`src/rtl/peripheral_servo_ctrl_if.sv`:
```
// peripheral_servo_ctrl_if: J1 I/O bus slice plus servo outputs for the servo controller
interface peripheral_servo_ctrl_if #(
  parameter int NUM_CH = 2
);
  logic [15:0] d_in;
  logic [15:0] d_out;
  logic [3:0] addr;
  logic cs;
  logic rd;
  logic wr;
  logic [NUM_CH-1:0] pwm;
  logic irq;
  modport master (output d_in, addr, cs, rd, wr, input d_out, pwm, irq);
  modport slave (input d_in, addr, cs, rd, wr, output d_out, pwm, irq);
endinterface

```
`src/rtl/peripheral_servo_ctrl.sv`:
```
// peripheral_servo_ctrl: N-channel hobby-servo PWM with per-frame slew ramping and motion-done irq
module peripheral_servo_ctrl #(
  parameter int NUM_CH = 2,
  parameter int PRESC = 50,
  parameter int PERIOD_US = 20000,
  parameter int MIN_US = 1000,
  parameter int MAX_US = 2000
) (
  input logic clk,
  input logic rst,
  peripheral_servo_ctrl_if.slave bus_io
);
  localparam logic [15:0] MID = 16'((MIN_US + MAX_US) / 2);
  localparam logic [15:0] LO = 16'(MIN_US);
  localparam logic [15:0] HI = 16'(MAX_US);
  logic [2:0] ctrl_q, ctrl_d, sel_q, sel_d;
  logic [15:0] step_q, step_d, pcnt_q, pcnt_d, us_q, us_d, d_out_q, d_out_d;
  logic done_q, done_d;
  logic [NUM_CH-1:0] pwm_q, pwm_d;
  logic [15:0] tgt_q [NUM_CH];
  logic [15:0] tgt_d [NUM_CH];
  logic [15:0] cur_q [NUM_CH];
  logic [15:0] cur_d [NUM_CH];
  logic [16:0] diff [NUM_CH];
  logic en, ramp, tick, frame_end, we, any_busy_d;
  logic [13:0] busy;
  logic [15:0] tgt_sel, cur_sel, clamped, rdata;
  assign en = ctrl_q[0];
  assign ramp = ctrl_q[1];
  assign tick = en && pcnt_q == 16'(PRESC - 1);
  assign frame_end = tick && us_q == 16'(PERIOD_US - 1);
  assign we = bus_io.cs && bus_io.wr;
  assign clamped = bus_io.d_in < LO ? LO : bus_io.d_in > HI ? HI : bus_io.d_in;
  always_comb begin
    busy = '0;
    tgt_sel = '0;
    cur_sel = '0;
    any_busy_d = 1'b0;
    for (int i = 0; i < NUM_CH; i++) begin
      tgt_d[i] = (we && bus_io.addr == 4'h6 && sel_q == 3'(i)) ? clamped : tgt_q[i];
      // 17-bit magnitude so the step comparison never wraps
      diff[i] = tgt_q[i] >= cur_q[i] ? {1'b0, tgt_q[i]} - {1'b0, cur_q[i]}
                                     : {1'b0, cur_q[i]} - {1'b0, tgt_q[i]};
      cur_d[i] = !frame_end ? cur_q[i]
               : (!ramp || step_q == '0 || diff[i] <= {1'b0, step_q}) ? tgt_q[i]
               : tgt_q[i] > cur_q[i] ? cur_q[i] + step_q : cur_q[i] - step_q;
      busy[i] = cur_q[i] != tgt_q[i];
      any_busy_d |= cur_d[i] != tgt_d[i];
      tgt_sel = sel_q == 3'(i) ? tgt_q[i] : tgt_sel;
      cur_sel = sel_q == 3'(i) ? cur_q[i] : cur_sel;
      pwm_d[i] = en && us_q < cur_q[i];
    end
    done_d = (frame_end && |busy && !any_busy_d)
          || (done_q && !(we && bus_io.addr == 4'h2 && bus_io.d_in[14]));
    ctrl_d = (we && bus_io.addr == 4'h0) ? bus_io.d_in[2:0] : ctrl_q;
    sel_d = (we && bus_io.addr == 4'h4) ? bus_io.d_in[2:0] : sel_q;
    step_d = (we && bus_io.addr == 4'hA) ? bus_io.d_in : step_q;
    pcnt_d = (!en || tick) ? '0 : pcnt_q + 16'd1;
    us_d = (!en || frame_end) ? '0 : tick ? us_q + 16'd1 : us_q;
    rdata = bus_io.addr == 4'h0 ? {13'b0, ctrl_q}
          : bus_io.addr == 4'h2 ? {en, done_q, busy}
          : bus_io.addr == 4'h4 ? {13'b0, sel_q}
          : bus_io.addr == 4'h6 ? tgt_sel
          : bus_io.addr == 4'h8 ? cur_sel
          : bus_io.addr == 4'hA ? step_q : '0;
    d_out_d = (bus_io.cs && bus_io.rd) ? rdata : d_out_q;
  end
  always_ff @(posedge clk or posedge rst) begin
    if (rst) begin
      ctrl_q <= '0;
      sel_q <= '0;
      step_q <= '0;
      done_q <= 1'b0;
      pcnt_q <= '0;
      us_q <= '0;
      pwm_q <= '0;
      d_out_q <= '0;
      for (int i = 0; i < NUM_CH; i++) begin
        tgt_q[i] <= MID;
        cur_q[i] <= MID;
      end
    end else begin
      ctrl_q <= ctrl_d;
      sel_q <= sel_d;
      step_q <= step_d;
      done_q <= done_d;
      pcnt_q <= pcnt_d;
      us_q <= us_d;
      pwm_q <= pwm_d;
      d_out_q <= d_out_d;
      tgt_q <= tgt_d;
      cur_q <= cur_d;
    end
  end
  assign bus_io.d_out = d_out_q;
  assign bus_io.pwm = pwm_q;
  assign bus_io.irq = ctrl_q[2] && done_q;
endmodule

```
`src/flat_wrapper.sv`:
```
// flat-port wrapper written by rule: the top's interface ports become plain ports
module peripheral_servo_ctrl_flat 
#(
  parameter int NUM_CH = 2,
  parameter int PRESC = 50,
  parameter int PERIOD_US = 20000,
  parameter int MIN_US = 1000,
  parameter int MAX_US = 2000
)
  (clk, rst, bus_io_d_in, bus_io_addr, bus_io_cs, bus_io_rd, bus_io_wr, bus_io_d_out, bus_io_pwm, bus_io_irq);
  peripheral_servo_ctrl_if #(.NUM_CH(NUM_CH)) bus_io_i ();
  input logic clk;
  input logic rst;
  input wire logic [$bits(bus_io_i.d_in)-1:0] bus_io_d_in;
  input wire logic [$bits(bus_io_i.addr)-1:0] bus_io_addr;
  input wire logic [$bits(bus_io_i.cs)-1:0] bus_io_cs;
  input wire logic [$bits(bus_io_i.rd)-1:0] bus_io_rd;
  input wire logic [$bits(bus_io_i.wr)-1:0] bus_io_wr;
  output wire logic [$bits(bus_io_i.d_out)-1:0] bus_io_d_out;
  output wire logic [$bits(bus_io_i.pwm)-1:0] bus_io_pwm;
  output wire logic [$bits(bus_io_i.irq)-1:0] bus_io_irq;
  assign bus_io_i.d_in = bus_io_d_in;
  assign bus_io_i.addr = bus_io_addr;
  assign bus_io_i.cs = bus_io_cs;
  assign bus_io_i.rd = bus_io_rd;
  assign bus_io_i.wr = bus_io_wr;
  assign bus_io_d_out = bus_io_i.d_out;
  assign bus_io_pwm = bus_io_i.pwm;
  assign bus_io_irq = bus_io_i.irq;
  peripheral_servo_ctrl #(.NUM_CH(NUM_CH), .PRESC(PRESC), .PERIOD_US(PERIOD_US), .MIN_US(MIN_US), .MAX_US(MAX_US)) u_core (.clk(clk), .rst(rst), .bus_io(bus_io_i));
endmodule
```
`config.mk`:
```
export PLATFORM = sky130hd
export DESIGN_NAME = peripheral_servo_ctrl_flat
export DESIGN_NICKNAME = d
export VERILOG_FILES = /design/src/rtl/peripheral_servo_ctrl_if.sv /design/src/rtl/peripheral_servo_ctrl.sv /design/src/flat_wrapper.sv
export SDC_FILE = /design/constraint.sdc
export NUM_CORES = 1
export LEC_CHECK = 0
export CAP_MARGIN = 15
export CORE_MARGIN = 2
export CORE_UTILIZATION = 45
export DETAILED_ROUTE_END_ITERATION = 7
export DONT_BUFFER_PORTS = 1
export GPL_TIMING_DRIVEN = 0
export SYNTH_ARGS = -nofsm -noshare
export SYNTH_HDL_FRONTEND = slang
export SYNTH_SLANG_ARGS = --single-unit
```
`constraint.sdc`:
```
create_clock -name clk -period 8.24 [get_ports clk]
set_input_delay 0.412 -clock clk [delete_from_list [all_inputs] [get_ports clk]]
set_output_delay 0.412 -clock clk [all_outputs]
set_load 0.01 [all_outputs]
```
==> impl_results.md <==
- Root Driver: clkbuf_16
- Post-route minimum period: ~8 ns
- Worst Tran Pin Value: between 1 and 1.5 ns
- Width of the die: roughly 180 um
- CTS HTree Levels: 4
- Clock sink total: roughly 140
- Mapped Nets: 1935
- Row Count: 64
- Post-synthesis xor/xnor area fraction: 0.0751
- Adder-cell area share of the yosys netlist: 0.153
- Final core utilization: 0.491
- Worst Hold Depth: 2
- Final #Nets: 1955
- Yosys cell types: 76
- Hold slack: ~0.090 ns
- Final Setup Violations: 0
- Max_cap viols: 0
- Placed instance count: around 2100
- Static leakage: between 6 and 7 nW
- Via density: around 6.3
- Total track usage: 0.333
- CTS tree: done
- Non-Filler Instances: 2174
- Placer Congestion: just under 1
- Final setup TNS: 0 ns
- Worst Hold Path EP: u_core.step_q[11]
- Bufs on Longest Clock Path: 2
- Remaining Overflow, GRT: 0
- Peak VDD IR: 156 uV
- Mux cell area share after synthesis: 0.0356
- Area growth syn-to-layout: 7.99%
- Status: finished, final reports clean
- Power Density: between 200 and 250 nW/um^2
- Die ar.: 32300 sq um
- WL/cell: 25.0 um
- Crit Path Max Fanout: 10
- Initial Utilization: 0.455
- Critical path type: flop to flop
- CTS Buf Count: 17
- Final Hold Fails: 0
- Largest net degree at the start of global routing: a little over 90
- Chip Height: around 180 um
- Post-CTS Setup Inserts: 0
- Layout cells sized above 1: 0.0591
- Core box area: 30500 sq um
- Hold path start: bus_io_d_in[11]
- Synth Instances: 1744
- FF-to-FF End: u_core.done_q
- Hold crit path type: primary input to flop
- Worst reg-to-reg path cell count: 25
- Slew Viols, Final: 0
- Worst Clk Skew: roughly 0.0095 ns
- Post-synthesis sequential area ratio: 0.250
- Crit Reg-Reg Startpoint: u_core.cur_q[17]
- Fill count: between 3000 and 4000
- Post-synthesis simple-gate area fraction: 0.199
- Post-synthesis register bit count: approximately 140
- Detailed Place HPWL: roughly 44000 um
- Worst path arrival time: a little over 8 ns
- Critical path launch point type: flop
- Io pins: 44
- Cell Area, Synth: between 10000 and 15000 sq um
- Async set-reset flop share out of synthesis: 1.00
- Largest family of logic cells by synthesized area: compound AO/OA/AOI/OAI gates
- Synth Area in Compound Gates: 0.233
- First-pass GRT wire length: between 80000 and 90000 um
- Req. time, crit path: between 8 and 9 ns
- Vias in the first global route: around 13000
- Prevailing post-synth register cell: dfrtp_1
- Share of the clock period used by the worst path: 0.955
- DRC violations left: 0
- Final WL: about 54000 um
- Critical Path Sink Type: flop
- CTS clock-pin slew for the worst setup and hold paths: about 0.06 ns
- Max Freq: roughly 130 MHz
- Number of flops mapped to enable cells by yosys: 0
- Drt first pass iters: 7
- Initial antenna violation count: 1
- Clock insertion delay at the later pin of the skew report: around 0.44 ns
- PortBufs: 0
- Via count: approximately 14000
- Syn. warnings: 0
- ANT nets after route: 0
- Iter 0 DRT Violations: between 1000 and 1500
- Synth Area per Inst: around 8.0 sq um
- Max transition margin: 0.121
- R2R Setup Slk: 0.37 ns
==> final cells by class <==
cell class	instances	area (sq um)	area share
Multi-Input combinational cell	1414	9680	0.646
Buffer	74	319	0.0213
Antenna cell	1	2.50	0.000167
Clock inverter	8	72.6	0.00484
Sequential cell	137	3460	0.231
Tap cell	396	495	0.0331
Inverter	118	448	0.0299
Clock buffer	24	472	0.0315
Timing Repair Buffer	2	37.5	0.00250
==> cell usage after synthesis, drive strengths merged (6+ instances only) <==
| library cell | n | share of area |
|---|---|---|
| o2111ai | 8 | 0.0050 |
| nor2b | 14 | 0.0063 |
| dfrtp | 109 | 0.20 |
| xnor2 | 79 | 0.050 |
| o21ai | 132 | 0.048 |
| or3 | 17 | 0.0077 |
| nand3 | 55 | 0.020 |
| nor3 | 41 | 0.016 |
| nand3b | 6 | 0.0032 |
| a211o | 8 | 0.0050 |
| clkbuf | 62 | 0.017 |
| and2 | 8 | 0.0036 |
| inv | 118 | 0.032 |
| a22oi | 34 | 0.018 |
| nor2 | 140 | 0.038 |
| o22ai | 20 | 0.0090 |
| nor3b | 13 | 0.0074 |
| nand4 | 26 | 0.012 |
| o211ai | 9 | 0.0049 |
| o21a | 17 | 0.0092 |
| a31oi | 25 | 0.011 |
| xor2 | 40 | 0.025 |
| buf | 13 | 0.0063 |
| a21boi | 8 | 0.0046 |
| dfstp | 28 | 0.053 |
| mux2 | 19 | 0.015 |
| nand2 | 198 | 0.054 |
| ha | 160 | 0.14 |
| nor4 | 12 | 0.0069 |
| a21o | 38 | 0.021 |
| o31ai | 9 | 0.0049 |
| nand2b | 15 | 0.0068 |
| a211oi | 20 | 0.011 |
| mux2i | 28 | 0.020 |
| a21oi | 117 | 0.042 |
| fa | 6 | 0.0087 |
| a22o | 6 | 0.0038 |
| and3 | 20 | 0.0094 |
==> worst max-delay path, cell delays in order, from the launching register on <==
cell and delay, ns:
dfrtp_1 0.56, inv_1 0.25, ha_1 0.36, nor2b_1 0.15, o31a_1 0.27, a31oi_1 0.39
a21oi_1 0.25, nor2_2 0.53, mux2_2 0.43, a21oi_1 0.21, o21ai_0 0.15, a21oi_1 0.17
o21ai_0 0.10, xor2_1 0.18, ha_1 0.30, nand2_1 0.09, nor4_2 0.45, o31ai_1 0.23
a31oi_1 0.48, nand2_1 0.21, nand3_1 0.47, mux2_2 0.43, a22oi_1 0.27, o2111ai_1 0.21
or4_1 0.49, o21ai_1 0.15
==> where the power goes <==
group	switching [mW]	internal [mW]	total (mW)
combinational	1.06	0.632	1.69
sequential	0.106	0.733	0.838
clock	0.316	0.429	0.744
==> routing by layer <==
metal  part of all wire  track usage  vias to the layer above
met3              0.091       0.0709                      124
met4              0.043        0.139                        0
met5                  0            0                        -
li1                   -            -                     6327
met2               0.43        0.509                      668
met1               0.43        0.456                     6590
==> repair_timing <==
item	4_1_cts	5_1_grt
hold endpoints to repair	36	0
setup endpoints to repair	1	7
hold buffers	1	0
gates resized for setup	1	9
==> cells by family after synthesis <==
group / Yosys count
flip-flops: 137
adder cells (fa/ha/maj): 166
buffers and inverters: 193
multiplexers: 47
AND/OR/NAND/NOR: 578
AO/OA/AOI/OAI: 504
XOR/XNOR: 119
==> state kept, by name, indices dropped and copies added, names as in the netlist <==
signal               count
u_core.bus_io.d_out     16
u_core.bus_io.pwm        2
u_core.ctrl_q            3
u_core.cur_q            32
u_core.done_q            1
u_core.pcnt_q           16
u_core.sel_q             3
u_core.step_q           16
u_core.tgt_q            32
u_core.us_q             16
==> how the worst max path moves through the flow <==
stage                     startpoint             to  slack [ns]  cells after the start
floorplan           u_core.cur_q[10]  u_core.done_q        2.10                     28
global placement    u_core.cur_q[10]  u_core.done_q       -0.04                     26
detailed placement  u_core.cur_q[10]  u_core.done_q       -0.13                     26
CTS                 u_core.cur_q[10]  u_core.done_q        0.09                     27
global route        u_core.cur_q[17]  u_core.done_q       -0.06                     25
finish              u_core.cur_q[17]  u_core.done_q        0.37                     25
==> layout by cell type (no fill, tap or decap), drive strengths merged, types with 8 or more instances in the layout <==
cell type  instances
a22oi             34
ha               160
nand2            198
buf               14
nor4              12
nand4             26
inv              118
o22ai             20
o211ai             9
nand2b            15
and3              20
mux2i             28
and2               8
o21ai            132
xor2              40
a21o              38
clkbuf            85
mux2              19
o2111ai            8
a21oi            117
a21boi             8
a211oi            20
a31oi             25
nand3             55
or3               17
dfstp             28
nor3b             13
nor3              41
dfrtp            109
a211o              8
nor2             140
nor2b             14
xnor2             79
o21a              17
o31ai              9
==> metrics by stage <==
stage | power, mW | instance area (sq um) | worst slack, ns
after floorplan | 2.01 | 13900 | 2.10
after global placement | 2.46 | 14400 | -0.0370
after detailed placement | 2.48 | 14400 | -0.126
after CTS | 3.22 | 15000 | 0.0892
after global routing | 3.49 | 15000 | -0.0560
final | 3.27 | 15000 | 0.373
Power figures use the tool's default switching activity.
